$ cat src/rtl/pipeline_pkg.sv
`default_nettype none
// +--------------------------------------------------------------------+
// | pipeline_pkg : shared word format and channel ids for the pipeline |
// | Revision 1.0 : initial release                                     |
// +--------------------------------------------------------------------+
package pipeline_pkg;

  localparam int DATA_W = 8;
  localparam int WORD_W = 9;

  typedef logic [WORD_W-1:0] word_t;

  localparam logic CH0 = 1'b0;
  localparam logic CH1 = 1'b1;

endpackage
`default_nettype wire

$ cat src/rtl/demux_chan_fifo.sv
`default_nettype none
// +--------------------------------------------------------------------+
// | demux_chan_fifo : per-channel FIFO, count-based full/empty         |
// | Revision 1.0    : initial release                                  |
// +--------------------------------------------------------------------+
module demux_chan_fifo
  import pipeline_pkg::*;
#(
  parameter int DEPTH = 2,
  parameter int CNT_W = $clog2(DEPTH + 1)
) (
  input  logic              clk,
  input  logic              rst,
  input  logic              push,
  input  logic [WORD_W-1:0] push_word,
  input  logic              pop,
  output logic [WORD_W-1:0] head,
  output logic              valid,
  output logic              full,
  output logic [CNT_W-1:0]  count
);

  localparam int PTR_W = (DEPTH > 1) ? $clog2(DEPTH) : 1;

  generate
    if ((DEPTH < 2) || ((DEPTH & (DEPTH - 1)) != 0)) begin : g_bad_depth
      $error("demux_chan_fifo: DEPTH must be a power of 2 and >= 2");
    end
  endgenerate

  word_t             mem_q [DEPTH];
  word_t             mem_d [DEPTH];
  logic [PTR_W-1:0]  wr_ptr_q, wr_ptr_d;
  logic [PTR_W-1:0]  rd_ptr_q, rd_ptr_d;
  logic [CNT_W-1:0]  count_q, count_d;
  logic              w_do_push;
  logic              w_do_pop;
  logic              w_full;
  logic              w_empty;

  assign w_full  = (count_q == CNT_W'(DEPTH));
  assign w_empty = (count_q == '0);

  always_comb begin
    mem_d     = mem_q;
    wr_ptr_d  = wr_ptr_q;
    rd_ptr_d  = rd_ptr_q;
    count_d   = count_q;
    // Guards here keep the FIFO safe even if a caller ignores full/valid.
    w_do_push = push && !w_full;
    w_do_pop  = pop && !w_empty;

    if (w_do_push) begin
      mem_d[wr_ptr_q] = push_word;
      wr_ptr_d        = wr_ptr_q + PTR_W'(1);
    end
    if (w_do_pop) begin
      rd_ptr_d = rd_ptr_q + PTR_W'(1);
    end

    case ({w_do_push, w_do_pop})
      2'b10:   count_d = count_q + CNT_W'(1);
      2'b01:   count_d = count_q - CNT_W'(1);
      default: count_d = count_q;
    endcase
  end

  always_ff @(posedge clk or posedge rst) begin
    if (rst) begin
      for (int i = 0; i < DEPTH; i++) begin
        mem_q[i] <= '0;
      end
      wr_ptr_q <= '0;
      rd_ptr_q <= '0;
      count_q  <= '0;
    end else begin
      mem_q    <= mem_d;
      wr_ptr_q <= wr_ptr_d;
      rd_ptr_q <= rd_ptr_d;
      count_q  <= count_d;
    end
  end

  assign head  = w_empty ? '0 : mem_q[rd_ptr_q];
  assign valid = !w_empty;
  assign full  = w_full;
  assign count = count_q;

endmodule
`default_nettype wire

$ cat src/rtl/result_demux_1to2.sv
`default_nettype none
// +--------------------------------------------------------------------+
// | result_demux_1to2 : 1:2 result steering into per-channel FIFOs     |
// | Option macro      : DEMUX_PARITY_EN (bit 8 = even-parity tag)      |
// | Revision 1.0      : initial release                                |
// +--------------------------------------------------------------------+
module result_demux_1to2
  import pipeline_pkg::*;
#(
  parameter int DEPTH = 2,
  parameter int CNT_W = $clog2(DEPTH + 1)
) (
  input  logic              clk,
  input  logic              rst,
  input  logic              in_valid,
  output logic              in_ready,
  input  logic [DATA_W-1:0] in_data,
  input  logic              in_sel,
  output logic              out0_valid,
  input  logic              out0_ready,
  output logic [WORD_W-1:0] out0_data,
  output logic [CNT_W-1:0]  out0_count,
  output logic              out1_valid,
  input  logic              out1_ready,
  output logic [WORD_W-1:0] out1_data,
  output logic [CNT_W-1:0]  out1_count
);

  logic [1:0]       w_push;
  logic [1:0]       w_pop;
  logic [1:0]       w_full;
  logic [1:0]       w_valid;
  word_t            w_head  [2];
  logic [CNT_W-1:0] w_count [2];
  word_t            w_in_word;
  logic             w_tag;
  logic             w_accept;

`ifdef DEMUX_PARITY_EN
  assign w_tag = ^in_data;
`else
  assign w_tag = 1'b0;
`endif

  always_comb begin
    w_in_word   = {w_tag, in_data};
    // in_ready looks only at the selected channel's registered fullness.
    in_ready    = (in_sel == CH1) ? !w_full[1] : !w_full[0];
    w_accept    = in_valid && in_ready;
    w_push      = '0;
    w_push[0]   = w_accept && (in_sel == CH0);
    w_push[1]   = w_accept && (in_sel == CH1);
    w_pop       = {out1_ready, out0_ready};
  end

  generate
    for (genvar k = 0; k < 2; k++) begin : g_chan
      demux_chan_fifo #(
        .DEPTH (DEPTH),
        .CNT_W (CNT_W)
      ) u_fifo (
        .clk       (clk),
        .rst       (rst),
        .push      (w_push[k]),
        .push_word (w_in_word),
        .pop       (w_pop[k]),
        .head      (w_head[k]),
        .valid     (w_valid[k]),
        .full      (w_full[k]),
        .count     (w_count[k])
      );
    end
  endgenerate

  assign out0_valid = w_valid[0];
  assign out0_data  = w_head[0];
  assign out0_count = w_count[0];
  assign out1_valid = w_valid[1];
  assign out1_data  = w_head[1];
  assign out1_count = w_count[1];

endmodule
`default_nettype wire

$ cat config.mk
export PLATFORM = sky130hd
export DESIGN_NAME = result_demux_1to2
export DESIGN_NICKNAME = d
export VERILOG_FILES = /design/src/rtl/pipeline_pkg.sv /design/src/rtl/demux_chan_fifo.sv /design/src/rtl/result_demux_1to2.sv
export SDC_FILE = /design/constraint.sdc
export NUM_CORES = 1
export LEC_CHECK = 0
export BUFFER_PORTS_ARGS = -buffer_cell sky130_fd_sc_hd__buf_2
export CORE_ASPECT_RATIO = 1.5
export CORE_UTILIZATION = 40
export DETAILED_ROUTE_END_ITERATION = 10
export GPL_TIMING_DRIVEN = 0
export MAX_ROUTING_LAYER = met4
export PLACE_DENSITY_LB_ADDON = 0.08
export SLEW_MARGIN = 25
export SYNTH_ARGS = -nofsm -noshare
export SYNTH_HDL_FRONTEND = slang
export SYNTH_SLANG_ARGS = --single-unit
$ cat constraint.sdc
create_clock -name clk -period 1.8 [get_ports clk]
set_input_delay 0.36 -clock clk [delete_from_list [all_inputs] [get_ports clk]]
set_output_delay 0.36 -clock clk [all_outputs]
set_load 0.05 [all_outputs]
== Word-level counts from Yosys, hierarchy flattened ==
Index checks and enable logic that the tools add are counted.
Word-level totals
  output and inout bits: 25
  latch bits: 0
  bits in read-only memories: 0
  input bits: 14
  RAM bits: 0
  bits in registers: 44
  memories: 0
Operators by class
  order comparisons: 6
  equality and inequality tests: 6
  bitwise operators: 5
  $mul: 0
  divide/modulo/power cells: 0
  muxes and demuxes: 17
  shifts and indexed selects: 0
  add/subtract/negate cells: 8
  reductions and logical operators: 17
Operators with widths (number)
  $mux W9: 10
  $bwmux W18: 2
  $demux W9 S1: 2
  $logic_and A1 B1 Y1: 9
  $eq A2 B2 Y1 const B: 4
  $ge A2 B2 Y1 const B: 4
  $not A1 Y2: 4
  $pmux W2 S2: 2
  $add A1 B1 Y1 const B: 4
  $add A2 B1 Y2 const B: 2
  $eq A2 B1 Y1 const B: 2
  $logic_not A1 Y1: 4
  $logic_not A2 Y1: 2
  $lt A2 B1 Y1 const B: 2
  $reduce_bool A2 Y1: 2
  $sub A2 B1 Y2 const B: 2
  $mux W1: 1
  $not A1 Y1: 1

== Depth between registers and ports, before layout ==
Gate-level depths: netlist of the first run.
  word-level depth: 8
  gate-level depth with buffers: 6
  gate-level depth less buffers: 6

== Hierarchy ==
Synthesis of the first run repeated with hierarchy kept, for this count alone.
Second synthesis, totals
  cells, all modules: 158
  area total of the unflattened synthesis: 2142.1 um^2
By module, submodules not included
  demux_chan_fifo: seq. area each 550.5 um^2, times used 2, area an instance 1056.0 um^2, cells each 77
  result_demux_1to2: seq. area each 0.0 um^2, times used 1, area an instance 30.0 um^2, cells each 4

== Least setup slack after synthesis of the first run ==
No wires, ideal clock.
  kind: flip-flop to output port
  start: register g_chan[0].u_fifo.count_q[0]
  end: output in_ready
  arrival: 1690 ps
  slack: -250 ps
  path buffers: 0
  cell stages (with the launch flop): 4
  path through: dfrtp_1 -> nand2b_1 -> nor2_1 -> a21oi_1
Between the ends
  cells in the longest elaborated chain, start to end: 3
Ends and longest elaborated chain
  start: declaration: RTL line demux_chan_fifo.sv:35  | logic [CNT_W-1:0] count_q, count_d;
  start signal: assignment: RTL line demux_chan_fifo.sv:80  | count_q <= count_d;
  $eq A2 B2 Y1: RTL line demux_chan_fifo.sv:41  | assign w_full = (count_q == CNT_W'(DEPTH));
  $logic_not A1 Y1: RTL line result_demux_1to2.sv:48  | in_ready = (in_sel == CH1) ? !w_full[1] : !w_full[0];
  $mux W1: RTL line result_demux_1to2.sv:48
  end: declaration: RTL line result_demux_1to2.sv:16  | output logic in_ready,
No other way between the ends.

== Worst setup path in the final report of the first run ==
  start: register g_chan[1].u_fifo.rd_ptr_q
  end: output out1_data[0]
Between the ends
  cells in the longest elaborated chain, start to end: 5
Ends and longest elaborated chain
  start: declaration: RTL line demux_chan_fifo.sv:34  | logic [PTR_W-1:0] rd_ptr_q, rd_ptr_d;
  start signal: assignment: RTL line demux_chan_fifo.sv:79  | rd_ptr_q <= rd_ptr_d;
  $not A1 Y2 (implied by the code): RTL line demux_chan_fifo.sv:84  | assign head = w_empty ? '0 : mem_q[rd_ptr_q];
  $mux W9 (implied by the code) (3 in a row): RTL line demux_chan_fifo.sv:84
  $mux W9: RTL line demux_chan_fifo.sv:84
  end: declaration: RTL line result_demux_1to2.sv:25  | output logic [WORD_W-1:0] out1_data,
No other way between the ends. The select of a mux whose other input is x is not followed.

==> out/results.ini, run 1 <==
[grt]
grt_max_degree=22
antenna_found_initial=0
grt_pass1_wl_um=5885
grt_usage_pct=16.09
grt_pass1_vias=1199
grt_overflow=0

[critical_path]
crit_type=register to output pin
cpMaxStageDelayCell=dfrtp_2
startpoint_type=register
crit_buf_inv=1
crit_required_ps=1440
r2r_slack_ps=170
worstPathMaxFanout=9
end_kind=output pin
cp.arrival_ps=1340
crit_family=flip-flops
worstPathCellList=mux2i_1 -> nor2_1 -> buf_2
slowest_delay_ps=540

[placement]
gp_congestion=0.6358
dp_hpwl_um=2578
dp.cells=247
port_buffers=36

[drt]
drcViolationCount=0
drt-pass1-iter-count=4
routed_wl_um=3414
vias_per_cell=4.652
routedWlPerCell_um=13.49
drtAntennaViolNets=0
dr.first_iter.drc_count=14
vias=1177

[die]
die_h_um=86.48
placementRows=30
start_util_pct=41.90
die_w_um=58.32
die_area_sq_um=5043
core_sq_um=4542
boundaryPins=39

[cts]
cts-root-buf=clkbuf_8
cts_buffers=5
cts_setup_buffers=0
clkSinkCount=40
path_clk_slew_ps=70
cts-htree-levels=2
insertion_delay_ps=280
cts_tree=yes
clockBufferDepth=2

[yosys]
syn_area_per_cell_sq_um=13.12
ys_ff_latch=40
synth_seq_area_share_pct=52.60
yosys.cell_types.count=22
synth_cells=145
ys_warn_count=0
syn-cell-area_sq_um=1903

[worst_hold_path]
hold_path.class=primary input to async pin

[layout]
fin_nets=204
drive_gt1_share_pct=40.74
syn_to_final_growth_pct=20.97
final_cells=253
antenna_cells=0

[timing]
finalCritPeriodShare_pct=94.64
clock-skew-final_ps=3.851
final-max-slew-violation-count=0
rsz0062_at_grt=false
fmax_mhz=587.0
period_minus_slack_ps=1703
hold_viol=0
hold_ws_ps=87.92
fin_tns_setup_ps=0
setup_viol=0

[job]
cap_violations=0

[run_status]
outcome=complete, no violations

==> Yosys cell counts <==
master / count / area, sq um
dfrtp_1: 40 / 1001
nor2_1: 21 / 78.83
mux2i_1: 16 / 160.2
mux2_2: 13 / 146.4
mux2_1: 11 / 123.9
mux2_4: 8 / 120.1
xnor2_1: 6 / 52.55
nand2b_1: 4 / 25.02
nor2b_1: 4 / 25.02
xor2_1: 4 / 35.03
inv_1: 3 / 11.26
buf_4: 2 / 15.01
clkbuf_1: 2 / 7.510
ha_1: 2 / 25.02
nor3_4: 2 / 32.53
a21oi_1: 1 / 5.000
buf_6: 1 / 11.26
conb_1: 1 / 3.750
nand2_1: 1 / 3.750
nand3_1: 1 / 5.000
nand4_1: 1 / 6.260
or3b_1: 1 / 8.760
==> cells by family (layout without fill, tap and decap cells) <==
logic type / Yosys count / count (layout) / synth area share, %
XOR/XNOR: 10 / 10 / 4.602
flip-flops: 40 / 40 / 52.60
multiplexers: 48 / 48 / 28.93
AO/OA/AOI/OAI: 1 / 1 / 0.2627
other: 1 / 2 / 0.1970
buffers and inverters: 8 / 51 / 2.367
adder cells (fa/ha/maj): 2 / 2 / 1.315
AND/OR/NAND/NOR: 35 / 35 / 9.730
==> sequential cells by signal, indices dropped and copies added (netlist names) <==
name and count:
g_chan.u_fifo.wr_ptr_q 2, g_chan.u_fifo.rd_ptr_q 2, g_chan.u_fifo.count 4, g_chan.u_fifo.mem_q 32
==> worst register-to-register path, stage by stage, from the launching register on <==
cell	delay, ps
dfrtp_1	450
nor2b_1	200
or3b_1	400
buf_6	170
mux2_4	300
==> timing repair <==
action	4_1_cts	5_1_grt
cloned	0	0
setup endpoints to repair	17	1
hold buffers	0	0
resized for setup	4	1
==> worst paths after layout <==
kind                                                  from                    endpoint  cells after the start
worst max-delay path             g_chan[1].u_fifo.rd_ptr_q                out1_data[0]                      3
worst min-delay path                                   rst   g_chan[1].u_fifo.mem_q[9]                      2
worst max register to register   g_chan[0].u_fifo.count[1]   g_chan[0].u_fifo.mem_q[3]                      4
worst min register to register  g_chan[0].u_fifo.mem_q[14]  g_chan[0].u_fifo.mem_q[14]                      1
max in group asynchronous                              rst   g_chan[0].u_fifo.count[0]                      3
min in group clk                                in_data[1]  g_chan[0].u_fifo.mem_q[10]                      2
==> layout make-up <==
| class | instances | area [sq um] |
|---|---|---|
| tap | 64 | 80.08 |
| fill | 449 | 2240 |
| multi-input combinational | 98 | 882.1 |
| inverter | 3 | 11.26 |
| buffer | 3 | 26.28 |
| sequential | 40 | 1005 |
| clock buffer | 8 | 90.09 |
| timing repair buffer | 37 | 207.7 |
==> layout by cell type (no fill, tap or decap), drive strengths merged <==
cell type	n
a21oi	1
buf	40
clkbuf	8
conb	2
dfrtp	40
ha	2
inv	3
mux2	32
mux2i	16
nand2	1
nand2b	4
nand3	1
nand4	1
nor2	21
nor2b	4
nor3	2
or3b	1
xnor2	6
xor2	4
==> per-stage QoR <==
step | util (%) | setup WS [ps] | cell area (sq um)
6_report | 50.69 | 96.53 | 2302
2_1_floorplan | - | -129.5 | 1917
4_1_cts | 50.63 | 66.39 | 2300
3_5_place_dp | 48.54 | 38.05 | 2205
5_1_grt | 50.69 | 5.113 | 2302
3_3_place_gp | 47.93 | -63.27 | 2177
==> metal layers <==
layer | vias to the layer above | wire length [um] | track usage [%]
li1 | 573 | - | -
met1 | 573 | 1512 | 20.31
met2 | 26 | 1715 | 24.87
met3 | 5 | 128 | 3.731
met4 | 0 | 58 | 6.494
met5 | - | 0 | -
Power of run 1 is not shown: default switching activity piles up to over one toggle a cycle in this logic, so the estimate is an artifact.
==> run 2: changes to the inputs <==
Clock period 1.8 ns to 1.4 ns, I/O delays scaled along.
==> run 2 against run 1 <==
  * The run now ends with setup timing left
  * Sequential share of layout area is 9.0 points lower
  * Hold slack gained 190 ps
  * Utilization grew 14 points
  * Wire length grew 30%
  * Non-clock buffer count grew 22
  * Register-to-register slack got worse by 320 ps
  * Clock skew rose by 1.1 ps
  * Critical path depth up 1
  * Worst setup slack got worse by 280 ps
  * Via count increased by 11%
  * Critical endpoint is now out0_data[0]
==> out/results.ini, run 2 (synthesized netlist as in run 1, its figures left out) <==
[drt]
vias_per_cell=4.764
routed_wl_um=4434
drcViolationCount=0
drt-pass1-iter-count=4
vias=1310
drtAntennaViolNets=0
dr.first_iter.drc_count=22
routedWlPerCell_um=16.12

[layout]
fin_nets=226
largest_register_ffs=32
mostFrequentLayoutCells=dfrtp_1 (34), mux2_4 (32), buf_6 (29)
antenna_cells=0
syn_to_final_growth_pct=53.58
top_register=g_chan.u_fifo.mem_q
final_common_cell=dfrtp_1
drive_gt1_share_pct=68.72

[die]
die_area_sq_um=5043
start_util_pct=41.90
core_sq_um=4542
die_h_um=86.48
boundaryPins=39
die_w_um=58.32
placementRows=30

[critical_path]
worstPathMaxFanout=7
startpoint_type=register
crit_required_ps=1120
cp.arrival_ps=1300
crit_type=register to output pin
end_kind=output pin

[timing]
rsz0062_at_grt=true
hold_viol=0
setup_viol=37
clock-skew-final_ps=4.906
period_minus_slack_ps=1580
final-max-slew-violation-count=0
finalCritPeriodShare_pct=112.9
fin_ws_ps=-180.3
hold_ws_ps=273.3
fmax_mhz=632.8

[placement]
place_ws_ps=-370.7
gp_congestion=0.6507
port_buffers=36
dp_hpwl_um=2753

[grt]
grt_pass1_vias=1380
antenna_found_initial=0
grt_usage_pct=20.03
grt_max_degree=28
grt_pass1_wl_um=7127
grt_overflow=0

[cts]
clkSinkCount=40
insertion_delay_ps=290
cts-root-buf=clkbuf_8
cts-htree-levels=2
path_clk_slew_ps=80
cts_buffers=5
cts_tree=yes
clockBufferDepth=2

[run_status]
outcome=finished with violations
violations=setup timing

[worst_hold_path]
hold_path.class=primary input to register

[job]
cap_violations=0

run 2: cell types whose count changed in the layout (fill, tap and decap cells not counted), moves of 4 or more:
cell	change
buf_4	+11
nor2_1	-17
nor2b_4	+4
mux2_1	-11
buf_2	-22
mux2_4	+24
buf_12	+5
buf_6	+28
nor2_2	+14
mux2_2	-13
run 2: worst paths after layout:
check                           slack [ps]                       from  cells past startpoint                          to
worst max-delay path                  -180  g_chan[0].u_fifo.count[0]                      4                out0_data[0]
worst min-delay path                   270                 in_data[6]                      2  g_chan[0].u_fifo.mem_q[15]
worst max register to register        -150  g_chan[0].u_fifo.count[0]                      5   g_chan[0].u_fifo.mem_q[1]
worst min register to register         510  g_chan[1].u_fifo.mem_q[3]                      1   g_chan[1].u_fifo.mem_q[3]
max in group asynchronous              450                        rst                      4   g_chan[0].u_fifo.count[0]
min in group asynchronous              490                        rst                      3   g_chan[1].u_fifo.mem_q[9]
run 2: critical path: stages (launching register included):
cell and delay (ps):
dfrtp_4 520, nor2_4 140, buf_12 150, nor2_2 50, buf_6 150
run 2: routing by layer:
metal / up-vias / GRT usage, % / share of wire [%]
li1: 614 / - / -
met1: 661 / 23.76 / 42
met2: 30 / 34.06 / 54
met3: 5 / 4.030 / 2.7
met4: 0 / 5.844 / 1.4
met5: - / - / 0
run 2: repair_timing:
action / 4_1_cts / 5_1_grt
endpoints found under the setup margin: 55 / 57
hold buffers: 1 / 0
pin swaps: 6 / 9
resized for setup: 44 / 34
hold endpoints to repair: 13 / 0
buffers inserted: 17 / 5
run 2: layout make-up:
class | count | area (sq um)
Buffer | 3 | 26.28
Tap cell | 64 | 80.08
Clock buffer | 6 | 82.58
Timing Repair Buffer | 59 | 578.1
Sequential cell | 40 | 1013
Multi-Input combinational cell | 98 | 1121
Inverter | 3 | 11.26
Fill cell | 362 | 1619
Clock inverter | 2 | 10.01
run 2: metrics by stage:
step | instances | setup TNS (ps) | utilization (%) | instance area, sq um
global placement | 246 | -25010 | 51.93 | 2359
detailed placement | 247 | -14620 | 52.37 | 2379
finish | 275 | -4963 | 64.35 | 2923
global route | 275 | -6929 | 64.35 | 2923
CTS | 271 | -5315 | 61.18 | 2779
floorplan | 146 | -8080 | - | 2098
Power of run 2 is left out for the same reason.
==> run 3: changes to the inputs <==
Settings changed: CORE_UTILIZATION 40 to 41.
Clock period 1.4 ns to 2.03 ns, I/O delays scaled along.
==> run 3 against run 2 <==
  * The run ends with DRC left
  * Die area down 2.4%
  * Hold slack got worse by 210 ps
  * Flip-flop and latch count unchanged
  * Cell count is 14% lower
  * Wire length down 22%
  * Critical path depth decreased by 1
  * Clock skew barely moved
  * Critical path type unchanged
  * Highest routed layer unchanged
==> out/results.ini, run 3 (synthesized netlist as in run 1, its figures left out) <==
[run_status]
outcome=finished with violations
violations=DRC

[critical_path]
cp.arrival_ps=1490
cp.depth=3
cpMaxStageDelayCell=dfrtp_1
end_kind=output pin
crit_buf_inv=1
crit_required_ps=1620
slowest_delay_ps=660
crit_type=register to output pin
worstPathMaxFanout=9
crit_end=out1_data[6]
r2r_slack_ps=300
crit_family=flip-flops
r2r-end=g_chan[1].u_fifo.count[1]
worstPathCellList=mux2i_1 -> nor2_1 -> buf_2
startpoint_type=register
r2r-start=g_chan[1].u_fifo.count[1]
crit_start=g_chan[1].u_fifo.rd_ptr_q
rr_worst_depth=5

[layout]
n_fill_cell=439
fin_nets=204
largest_register_ffs=32
drive_gt1_share_pct=38.83
mostFrequentLayoutCells=dfrtp_1 (40), buf_2 (36), nor2_1 (19)
antenna_cells=0
final_common_cell=dfrtp_1
top_register=g_chan.u_fifo.mem_q
syn_to_final_growth_pct=18.01

[grt]
grt_overflow=0
grt_pass1_vias=1262
grtUsageMet1_pct=20.22
grt.met3_usage_pct=4.116
met2_usage_pct=26.96
busiest_layer=met2
grt_max_degree=29
antenna_found_initial=0
grt_pass1_wl_um=5940
grt_usage_pct=16.66

[cts]
cts_tree=yes
cts-root-buf=clkbuf_8
clockBufferDepth=2
path_clk_slew_ps=70
cts-htree-levels=2
clkSinkCount=40
cts_buffers=5
insertion_delay_ps=280

[timing]
final-max-slew-violation-count=0
tightest_slew_ps=503.4
fmax_mhz=526.2
hold_ws_ps=68.29
period_minus_slack_ps=1900
slew_headroom_pct=66.34
fin_tns_setup_ps=0
finalCritPeriodShare_pct=93.61
fin_ws_ps=129.7
rsz0062_at_grt=false
setup_viol=0
clock-skew-final_ps=4.993
hold_viol=0

[drt]
vias=1185
routedWlPerCell_um=14.62
dr.first_iter.drc_count=24
routed_wl_um=3451
vias_per_cell=5.021
drtAntennaViolNets=0
drcViolationCount=4
drt-pass1-iter-count=7

[die]
die_w_um=57.63
boundaryPins=39
core_sq_um=4504
start_util_pct=42.25
placementRows=30
die_h_um=85.44
die_area_sq_um=4923

[placement]
port_buffers=36
gp_congestion=0.6550
place_ws_ps=37.17
dp_hpwl_um=2567

[worst_hold_path]
hold_path.class=primary input to async pin

[job]
cap_violations=0

run 3: changes by cell type in the layout (fill, tap and decap cells not counted), moves of 12 or more:
cell,delta
buf_2,+22
buf_6,-28
mux2_2,+13
mux2_4,-24
nor2_1,+17
nor2_2,-12
run 3: worst reg2reg max path: stages, from the launching register on:
cell and delay, ps:
dfrtp_1 440, nor2_2 400, nor2b_1 150, ha_1 350, nor2_1 140, xor2_1 170
run 3: through the flow:
step,utilization (%),std cells,cell area [sq um]
after floorplan,-,146,1911
after global placement,47.75,230,2151
after detailed placement,48.19,231,2171
after CTS,49.86,236,2246
after global routing,49.86,236,2246
final,49.86,236,2246
run 3: routing by layer:
| metal | up-vias | routed length (um) |
|---|---|---|
| met3 | 2 | 130 |
| met2 | 28 | 1764 |
| met1 | 586 | 1529 |
| li1 | 569 | - |
| met4 | 0 | 27 |
| met5 | - | 0 |
run 3: worst min path at each step:
stage                               startpoint                          to
floorplan           g_chan[0].u_fifo.mem_q[10]  g_chan[0].u_fifo.mem_q[10]
global placement    g_chan[0].u_fifo.mem_q[11]  g_chan[0].u_fifo.mem_q[11]
detailed placement                         rst   g_chan[0].u_fifo.mem_q[6]
CTS                                        rst  g_chan[1].u_fifo.mem_q[15]
global route                               rst  g_chan[1].u_fifo.mem_q[15]
finish                                     rst   g_chan[1].u_fifo.mem_q[2]
run 3: area by class of cell:
type | count | area (sq um) | area share (%)
multi-input combinational | 98 | 869.6 | 38.72
buffer | 3 | 26.28 | 1.170
inverter | 3 | 11.26 | 0.5014
clock buffer | 6 | 72.57 | 3.231
timing repair buffer | 37 | 200.2 | 8.914
sequential | 40 | 1001 | 44.57
clock inverter | 1 | 5.005 | 0.2228
tap | 48 | 60.06 | 2.674
run 3: repair_timing:
item | in CTS | in global routing
setup buffers | 0 | 0
gates resized for setup | 2 | 0
hold buffers | 0 | 0
endpoints found under the setup margin | 18 | 0
Power of run 3 is left out for the same reason.
